<file path="src/rtl/digit_scan_controller.sv">
// Multiplexed four-digit display scanner: walks the digit selector from 11 down to 00, driving one active-low anode per period.
// Optional inter-digit ghost blanking is compiled in with `define SCAN_GHOST_BLANK_EN.
module digit_scan_controller #(
    parameter int REFRESH_DIV  = 100000,
    parameter int BLANK_CYCLES = 1000
) (
    input  logic       clk,
    input  logic       resetN,
    input  logic       enable,
    input  logic [3:0] blankMask,
    output logic [1:0] selector,
    output logic [3:0] anodeN,
    output logic       digitTick
);

    localparam int PRESC_W = $clog2(REFRESH_DIV);
    localparam logic [PRESC_W-1:0] PRESC_LAST = PRESC_W'(REFRESH_DIV - 1);

    if (REFRESH_DIV < 2 || BLANK_CYCLES < 1) begin : g_bad_params
        $error("digit_scan_controller: REFRESH_DIV must be >= 2 and BLANK_CYCLES >= 1");
    end

`ifdef SCAN_GHOST_BLANK_EN
    typedef enum logic [1:0] {IDLE, SHOW, BLANK} state_t;
    localparam int BLANK_W = (BLANK_CYCLES > 1) ? $clog2(BLANK_CYCLES) : 1;
    localparam logic [BLANK_W-1:0] BLANK_LAST = BLANK_W'(BLANK_CYCLES - 1);
    logic [BLANK_W-1:0] blank_cnt_q, blank_cnt_d;
`else
    typedef enum logic [1:0] {IDLE, SHOW} state_t;
`endif

    state_t             state_q, state_d;
    logic [PRESC_W-1:0] presc_q, presc_d;
    logic [1:0]         selector_d;
    logic [3:0]         anode_d;
    logic               tick_d;
    logic [1:0]         next_sel;

    assign next_sel = selector - 2'd1;

    // Active-low one-hot anode for a digit, left dark when its mask bit is set.
    function automatic logic [3:0] anode_for(input logic [1:0] sel, input logic [3:0] mask);
        logic [3:0] a;
        a = 4'b1111;
        if (!mask[sel]) a[sel] = 1'b0;
        return a;
    endfunction

    // NOTE: every output is computed here and registered below; each variable gets a default first so no latch is inferred.
    always_comb begin
        state_d    = state_q;
        presc_d    = presc_q;
        selector_d = selector;
        anode_d    = 4'b1111;
        tick_d     = 1'b0;
`ifdef SCAN_GHOST_BLANK_EN
        blank_cnt_d = blank_cnt_q;
`endif
        if (!enable) begin
            state_d = IDLE;
            presc_d = '0;
`ifdef SCAN_GHOST_BLANK_EN
            blank_cnt_d = '0;
`endif
        end else begin
            case (state_q)
                IDLE: begin
                    state_d = SHOW;
                    presc_d = '0;
                    anode_d = anode_for(selector, blankMask);
                end
                SHOW: begin
                    if (presc_q == PRESC_LAST) begin
                        presc_d = '0;
`ifdef SCAN_GHOST_BLANK_EN
                        state_d     = BLANK;
                        blank_cnt_d = '0;
`else
                        selector_d = next_sel;
                        tick_d     = 1'b1;
                        anode_d    = anode_for(next_sel, blankMask);
`endif
                    end else begin
                        presc_d = presc_q + 1'b1;
                        anode_d = anode_for(selector, blankMask);
                    end
                end
`ifdef SCAN_GHOST_BLANK_EN
                // Selector only moves here, with all anodes already dark.
                BLANK: begin
                    if (blank_cnt_q == BLANK_LAST) begin
                        state_d     = SHOW;
                        blank_cnt_d = '0;
                        selector_d  = next_sel;
                        tick_d      = 1'b1;
                        anode_d     = anode_for(next_sel, blankMask);
                    end else begin
                        blank_cnt_d = blank_cnt_q + 1'b1;
                    end
                end
`endif
                default: state_d = IDLE;
            endcase
        end
    end

    // NOTE: state registers use non-blocking assignments so every flop samples pre-edge values.
    always_ff @(posedge clk or negedge resetN) begin
        if (!resetN) begin
            state_q   <= IDLE;
            presc_q   <= '0;
            selector  <= 2'b11;
            anodeN    <= 4'b1111;
            digitTick <= 1'b0;
`ifdef SCAN_GHOST_BLANK_EN
            blank_cnt_q <= '0;
`endif
        end else begin
            state_q   <= state_d;
            presc_q   <= presc_d;
            selector  <= selector_d;
            anodeN    <= anode_d;
            digitTick <= tick_d;
`ifdef SCAN_GHOST_BLANK_EN
            blank_cnt_q <= blank_cnt_d;
`endif
        end
    end

endmodule

</file>
<file path="config.mk">
export PLATFORM = sky130hd
export DESIGN_NAME = digit_scan_controller
export DESIGN_NICKNAME = d
export VERILOG_FILES = /design/src/rtl/digit_scan_controller.sv
export SDC_FILE = /design/constraint.sdc
export NUM_CORES = 1
export LEC_CHECK = 0
export CAP_MARGIN = 10
export CORE_AREA = 4 4 50 56
export CTS_CLUSTER_DIAMETER = 200
export CTS_CLUSTER_SIZE = 24
export DETAILED_ROUTE_END_ITERATION = 10
export DIE_AREA = 0 0 54 60
export DONT_BUFFER_PORTS = 1
export PLACE_DENSITY = 0.74
export SLEW_MARGIN = 20
export SYNTH_ARGS = -nofsm -noshare
export SYNTH_HDL_FRONTEND = slang
export SYNTH_SLANG_ARGS = --single-unit
</file>
<file path="constraint.sdc">
create_clock -name clk -period 1.9 [get_ports clk]
set_input_delay 0.19 -clock clk [delete_from_list [all_inputs] [get_ports clk]]
set_output_delay 0.19 -clock clk [all_outputs]
set_load 0.02 [all_outputs]
</file>
Yosys cells after proc, flatten, opt, wreduce, memory -nomap -nowiden

Index checks and enable logic that the tools add are counted.

Add/subtract/negate cells: 2
$lt $le $gt $ge: 4
Eq/ne operators: 4
Muxes and demuxes: 21
Bitwise logic cells: 2
Reduce and logical (&&, ||, !) cells: 4

Operators with widths:

| operator                                                                            | count |
|---|---|
| 17-bit 2-to-1 mux                                                                   | 2 |
| 17-bit case mux with 2 select lines                                                 | 1 |
| 17-bit by 1-bit adder with 17-bit output, second input constant                     | 1 |
| 17-bit equality test, second input constant                                         | 1 |
| 4-bit 2-to-1 mux                                                                    | 4 |
| 4-bit inverter                                                                      | 2 |
| 4-bit case mux with 2 select lines                                                  | 1 |
| 1-bit 2-to-1 mux                                                                    | 7 |
| 2-bit by 3-bit < comparator with 1-bit output, second input constant                | 2 |
| 1-bit binary-select mux with 2-bit select                                           | 2 |
| 1-bit demux with 2-bit select                                                       | 2 |
| 2-bit by 1-bit greater-or-equal comparator with 1-bit output, second input constant | 2 |
| 2-bit case mux with 2 select lines                                                  | 1 |
| 3-bit by 1-bit != test with 1-bit output, second input constant                     | 1 |
| 3-bit AND reduction                                                                 | 1 |
| 2-bit by 1-bit equality test with 1-bit output, second input constant               | 1 |
| 1-bit logical AND                                                                   | 2 |
| 2-bit logical NOT                                                                   | 1 |
| 2-bit 2-to-1 mux                                                                    | 1 |
| 2-bit != test, second input constant                                                | 1 |
| 2-bit by 1-bit subtractor with 2-bit output, second input constant                  | 1 |

Bits in registers: 26
Input port bits: 7
Output and inout bits: 7
Word-level logic and storage cells: 42

Longest topological paths before layout

Depth after elaboration: 10
Depth in mapped cells: 6
Mapped depth without buffers: 5

Worst setup path after synthesis

No wires, ideal clock.

Kind: flip-flop to flip-flop
From: reg selector[0]
To: reg anodeN[0]
Library setup time: 82 ps
Arrival: 1542 ps
Data required time: 1818 ps
Setup slack: 276 ps
Cell stages (with the launch flop): 6
Path buffers: 0
Clock period less this slack: 1624 ps
Cell sequence: dfstp_2 > inv_1 > ha_1 > mux4_2 > nor2_1 > mux2i_1

Longest elaborated chain between the ends: 10
Elaborated cells between the ends (all ways): 22
Classes of those cells: add/sub (1); order compare (4); mux (13); bitwise (2); reduce/logical (2)

Ends and longest elaborated chain:

| element                                                                                                                                             | RTL line | source |
|---|---|---|
| start, declared                                                                                                                                     | 11       | `output logic [1:0] selector,` |
| start signal, assigned                                                                                                                              | 121      | `selector <= selector_d;` |
| 2-bit by 1-bit subtractor with 2-bit output (*)                                                                                                     | 39       | `assign next_sel = selector - 2'd1;` |
| via next_sel[0]                                                                                                                                     | 37       | `logic [1:0] next_sel;` |
| 2-bit by 3-bit < comparator with 1-bit output (implied by the code) or 2-bit by 1-bit greater-or-equal comparator with 1-bit output (tied branches) | 45       | `if (!mask[sel]) a[sel] = 1'b0;` |
| 1-bit logical AND (implied by the code)                                                                                                             | 45       |  |
| 1-bit 2-to-1 mux (implied by the code)                                                                                                              | 45       |  |
| 1-bit demux with 2-bit select                                                                                                                       | 45       |  |
| 4-bit inverter (no line)                                                                                                                            | n/a      |  |
| 4-bit 2-to-1 mux (*)                                                                                                                                | 45       |  |
| 4-bit 2-to-1 mux (*)                                                                                                                                | 73       | `if (presc_q == PRESC_LAST) begin` |
| 4-bit case mux with 2 select lines (*)                                                                                                              | 66       | `case (state_q)` |
| 4-bit 2-to-1 mux (*)                                                                                                                                | 59       | `if (!enable) begin` |
| via anode_d[0]                                                                                                                                      | 35       | `logic [3:0] anode_d;` |
| end signal, assigned                                                                                                                                | 122      | `anodeN <= anode_d;` |
| end, declared                                                                                                                                       | 12       | `output logic [3:0] anodeN,` |

The timed path passes the listed nets; every way through them passes the cells marked *. The select of a mux whose other input is x is not followed.
A chain may end at the register's enable or synchronous reset.

Final worst setup path

From: reg presc_q[0]
To: reg presc_q[14]

Longest elaborated chain between the ends: 4
Elaborated cells between the ends (all ways): 5
Classes of those cells: add/sub (1); eq/ne (1); mux (3)

Ends and longest elaborated chain:

| element                                                                          | RTL line | source |
|---|---|---|
| start, declared                                                                  | 33       | `logic [PRESC_W-1:0] presc_q, presc_d;` |
| start signal, assigned                                                           | 120      | `presc_q <= presc_d;` |
| 17-bit by 1-bit adder with 17-bit output or 17-bit equality test (tied branches) | 84, 73   |  |
| 17-bit 2-to-1 mux (*)                                                            | 73       |  |
| 17-bit case mux with 2 select lines (*)                                          | 66       |  |
| 17-bit 2-to-1 mux (*)                                                            | 59       |  |

Every way passes the cells marked *; elsewhere a longest branch is shown, timed or not.

==> reports/qor.txt <==
R2R depth - 5
Net Switching - 181 uW
crit path time final - 1.77 ns
Post-CTS Setup Repair Bufs - 0
vias in the first global route - 933
Tightest Hold Check Type - in -> reg
via/cell ratio - 5.74
worst-case vdd ir drop - 0.372 mV
grt ovf - 0
IO Pins - 14
max-slew violations - 0
Root Buffer - clkbuf_4
Avg WL per Cell - 15.1 um
yosys warns - 0
clock power share - 28.4%
CTS tree - done
ys flop type - dfrtp_1
Worst Skew - 0.00759 ns
count of different cell masters after synthesis - 22
Post-Synthesis Cell Area - 1310 um^2
Detailed Route Iter0 Violations - 44
Hold Crit Depth - 2
endpoints failing setup - 0
setup TNS - 0 ns
fin cells - 166
Data arrival, critical path - 1.98 ns
Commonest cells post-synth - 28 x nor2_1, 19 x dfrtp_1, 12 x nand2_1, 12 x xnor2_1
Starting Density - 58.8%
Clock Sink Count - 25
number of port buffers - 0
max incr delay on CP - 0.47 ns
Hold EP - digitTick$_DFF_PN0_
clk_lat worst skew - 0.31 ns
Critical path buffers and inverters - 0
DP Area - 1350 um^2
Routed Antenna Nets - 0
setup ws final - 0.134 ns
Synthesized Nets - 142
Die H - 60 um
dpl hpwl - 1.80 mm
first-pass GRT wire length - 4.20 mm
Cell Chain, Critical Path - ha_1, nand4_1, nor4_1, xnor2_1, nor2_1
PwrDens - 570 nW/um^2
status - finished, final reports clean
share of post-route cells with drive strength above 1 - 14.7%
# placed instances - 159
clock-pin slew on the worst setup and hold paths - 0.14 ns
n_diodes - 0
GPL Wtd Cong - 0.901
required time of the critical path - 2.11 ns
DR pass1 iterations - 6
post-synthesis sequential area ratio - 48.3%
Power Total - 814 uW
Worst-Margin Slew - 0.424 ns
Comb power frac - 4.8%
Synth top area share - 36.3%
origin of the critical flop-to-flop path - presc_q[0]$_DFFE_PN0P_
Max clock buf depth - 2
Final #Nets - 149
share of synthesized registers carrying an async set or reset - 100%
max cap viols - 0
top cell type by total area after synthesis - dfrtp_1
cell at the slowest stage of the critical path - nor4_1
Reg power frac - 66.8%
slew margin rel. - 71.5%
Lkg Pwr - 0.580 nW
area grow syn2layout - 8.78%
crit end category - flip-flop
top-count cell post-synth - nor2_1
Sw Ratio - 22.2%
H-tree Lvls - 1
worst reg2reg endpoint - presc_q[14]$_DFFE_PN0P_
Int Power - 633 uW
pin count of the biggest net entering global routing - 26
Post-synth EDFFs - 0
Worst Setup Start Kind - flip-flop
Tot GR Track Use - 17.6%
row cnt - 18
DR vias - 953
Num CTS Buffers - 3
synthesized netlist cell count - 130
CP top delay family - simple AND/OR/NAND/NOR gates
initial antenna violation count - 0
Crit Path Category - reg -> reg
Die ar. - 3240 um^2
worst hold start - enable
Post-Place Setup Slack - 0.177 ns
die width - 54 um
Seq cells post-synth - 25
Detailed Route WL - 2.51 mm
syn avg cell area - 10.1 um^2
final core utilization - 64.0%
Fmax achieved - 566 MHz
Residual DRC - 0
final worst path period share - 93.0%
CP Max Fanout - 5
Synth area leaders - dfrtp_1 36%, dfstp_2 12%, nor2_1 8.0%
Final Hold Vio Count - 0
Hold Slack - 0.0307 ns
Core Box Area - 2230 um^2
R2R Setup Slk - 0.13 ns
fin area - 1430 um^2
cell families after synthesis:
family / count (synthesis) / synth area share [%]
xor gates and xnor gates: 16 / 10.7
adders and majority gates: 5 / 4.77
buffers and inverters: 8 / 2.58
DFF: 25 / 48.3
muxes: 7 / 7.25
and+or+nand+nor: 69 / 26.4
power groups by stage:
| stage | clock network (mW) | registers [mW] | logic (mW) |
|---|---|---|---|
| finish | 0.231 | 0.543 | 0.0393 |
| detailed placement | 0 | 0.553 | 0.0210 |
| global placement | 0 | 0.553 | 0.0204 |
| floorplan | 0 | 0.552 | 0.0161 |
| global route | 0.261 | 0.544 | 0.0447 |
| CTS | 0.240 | 0.543 | 0.0401 |
routing by layer:
metal | up-vias | track usage (%) | share of wire [%]
met5 | - | 0 | 0
met4 | 0 | 6.41 | 1.1
met3 | 4 | 2.74 | 2.8
met2 | 23 | 27.7 | 52
met1 | 464 | 24.4 | 44
li1 | 462 | - | -
state kept, by name (all words and copies together), names as in the netlist:
signal / cells
state_q: 1
presc_q: 17
selector: 2
digitTick: 1
anodeN: 4
worst max path at each step:
stage,from,endpoint,slack (ns),depth (start not counted)
after global routing,presc_q[0]$_DFFE_PN0P_,presc_q[16]$_DFFE_PN0P_,-0.0009,5
after detailed placement,presc_q[11]$_DFFE_PN0P_,anodeN[1]$_DFF_PN1_,0.18,4
after CTS,presc_q[11]$_DFFE_PN0P_,anodeN[1]$_DFF_PN1_,0.15,4
after floorplan,selector[0]$_DFFE_PN1P_,anodeN[0]$_DFF_PN1_,0.28,5
final,presc_q[0]$_DFFE_PN0P_,presc_q[14]$_DFFE_PN0P_,0.13,5
after global placement,presc_q[0]$_DFFE_PN0P_,anodeN[3]$_DFF_PN1_,0.23,5
cell usage in the layout (no fill, tap or decap):
master         netlist  final
nor2_1              28     28
dfrtp_1             19     19
nand2_1             12     12
xnor2_1             12     12
nand4_1              7      7
nor4_1               7      6
nand3_1              6      6
dfstp_2              6      6
mux2i_1              5      5
ha_1                 5      5
inv_1                4      4
xor2_1               4      4
nor3_1               3      3
clkbuf_4             0      3
buf_4                0      3
mux4_2               2      2
nor4_2               1      2
dlygate4sd3_1        0      2
or4b_1               1      1
nand3_2              1      1
and4_1               1      1
and4bb_2             1      1
and4b_1              1      1
clkinv_2             0      1
buf_12               0      1
worst register-to-register path, cell delays in order (launching register included):
cell and delay, ns:
dfrtp_1 0.44, ha_1 0.25, nand4_1 0.27, nor4_1 0.47
xnor2_1 0.17, nor2_1 0.06
cell type report:
cell class              instances  area, um^2
well taps                      30        37.5
clock inverters                 1        5.00
clock buffers                   3        22.5
multi-input cells              97         651
fillers                       179         803
flip-flops and latches         25         633
repair buffers                  6        62.6
inverters                       4        15.0
what timing repair did:
| action | in CTS | in global routing |
|---|---|---|
| endpoints found under the setup margin | 0 | 3 |
| hold endpoints to repair | 26 | 0 |
| hold buffers | 3 | 0 |
| gates resized for setup | 0 | 1 |
Note: power is estimated with default switching activity, not from simulation.
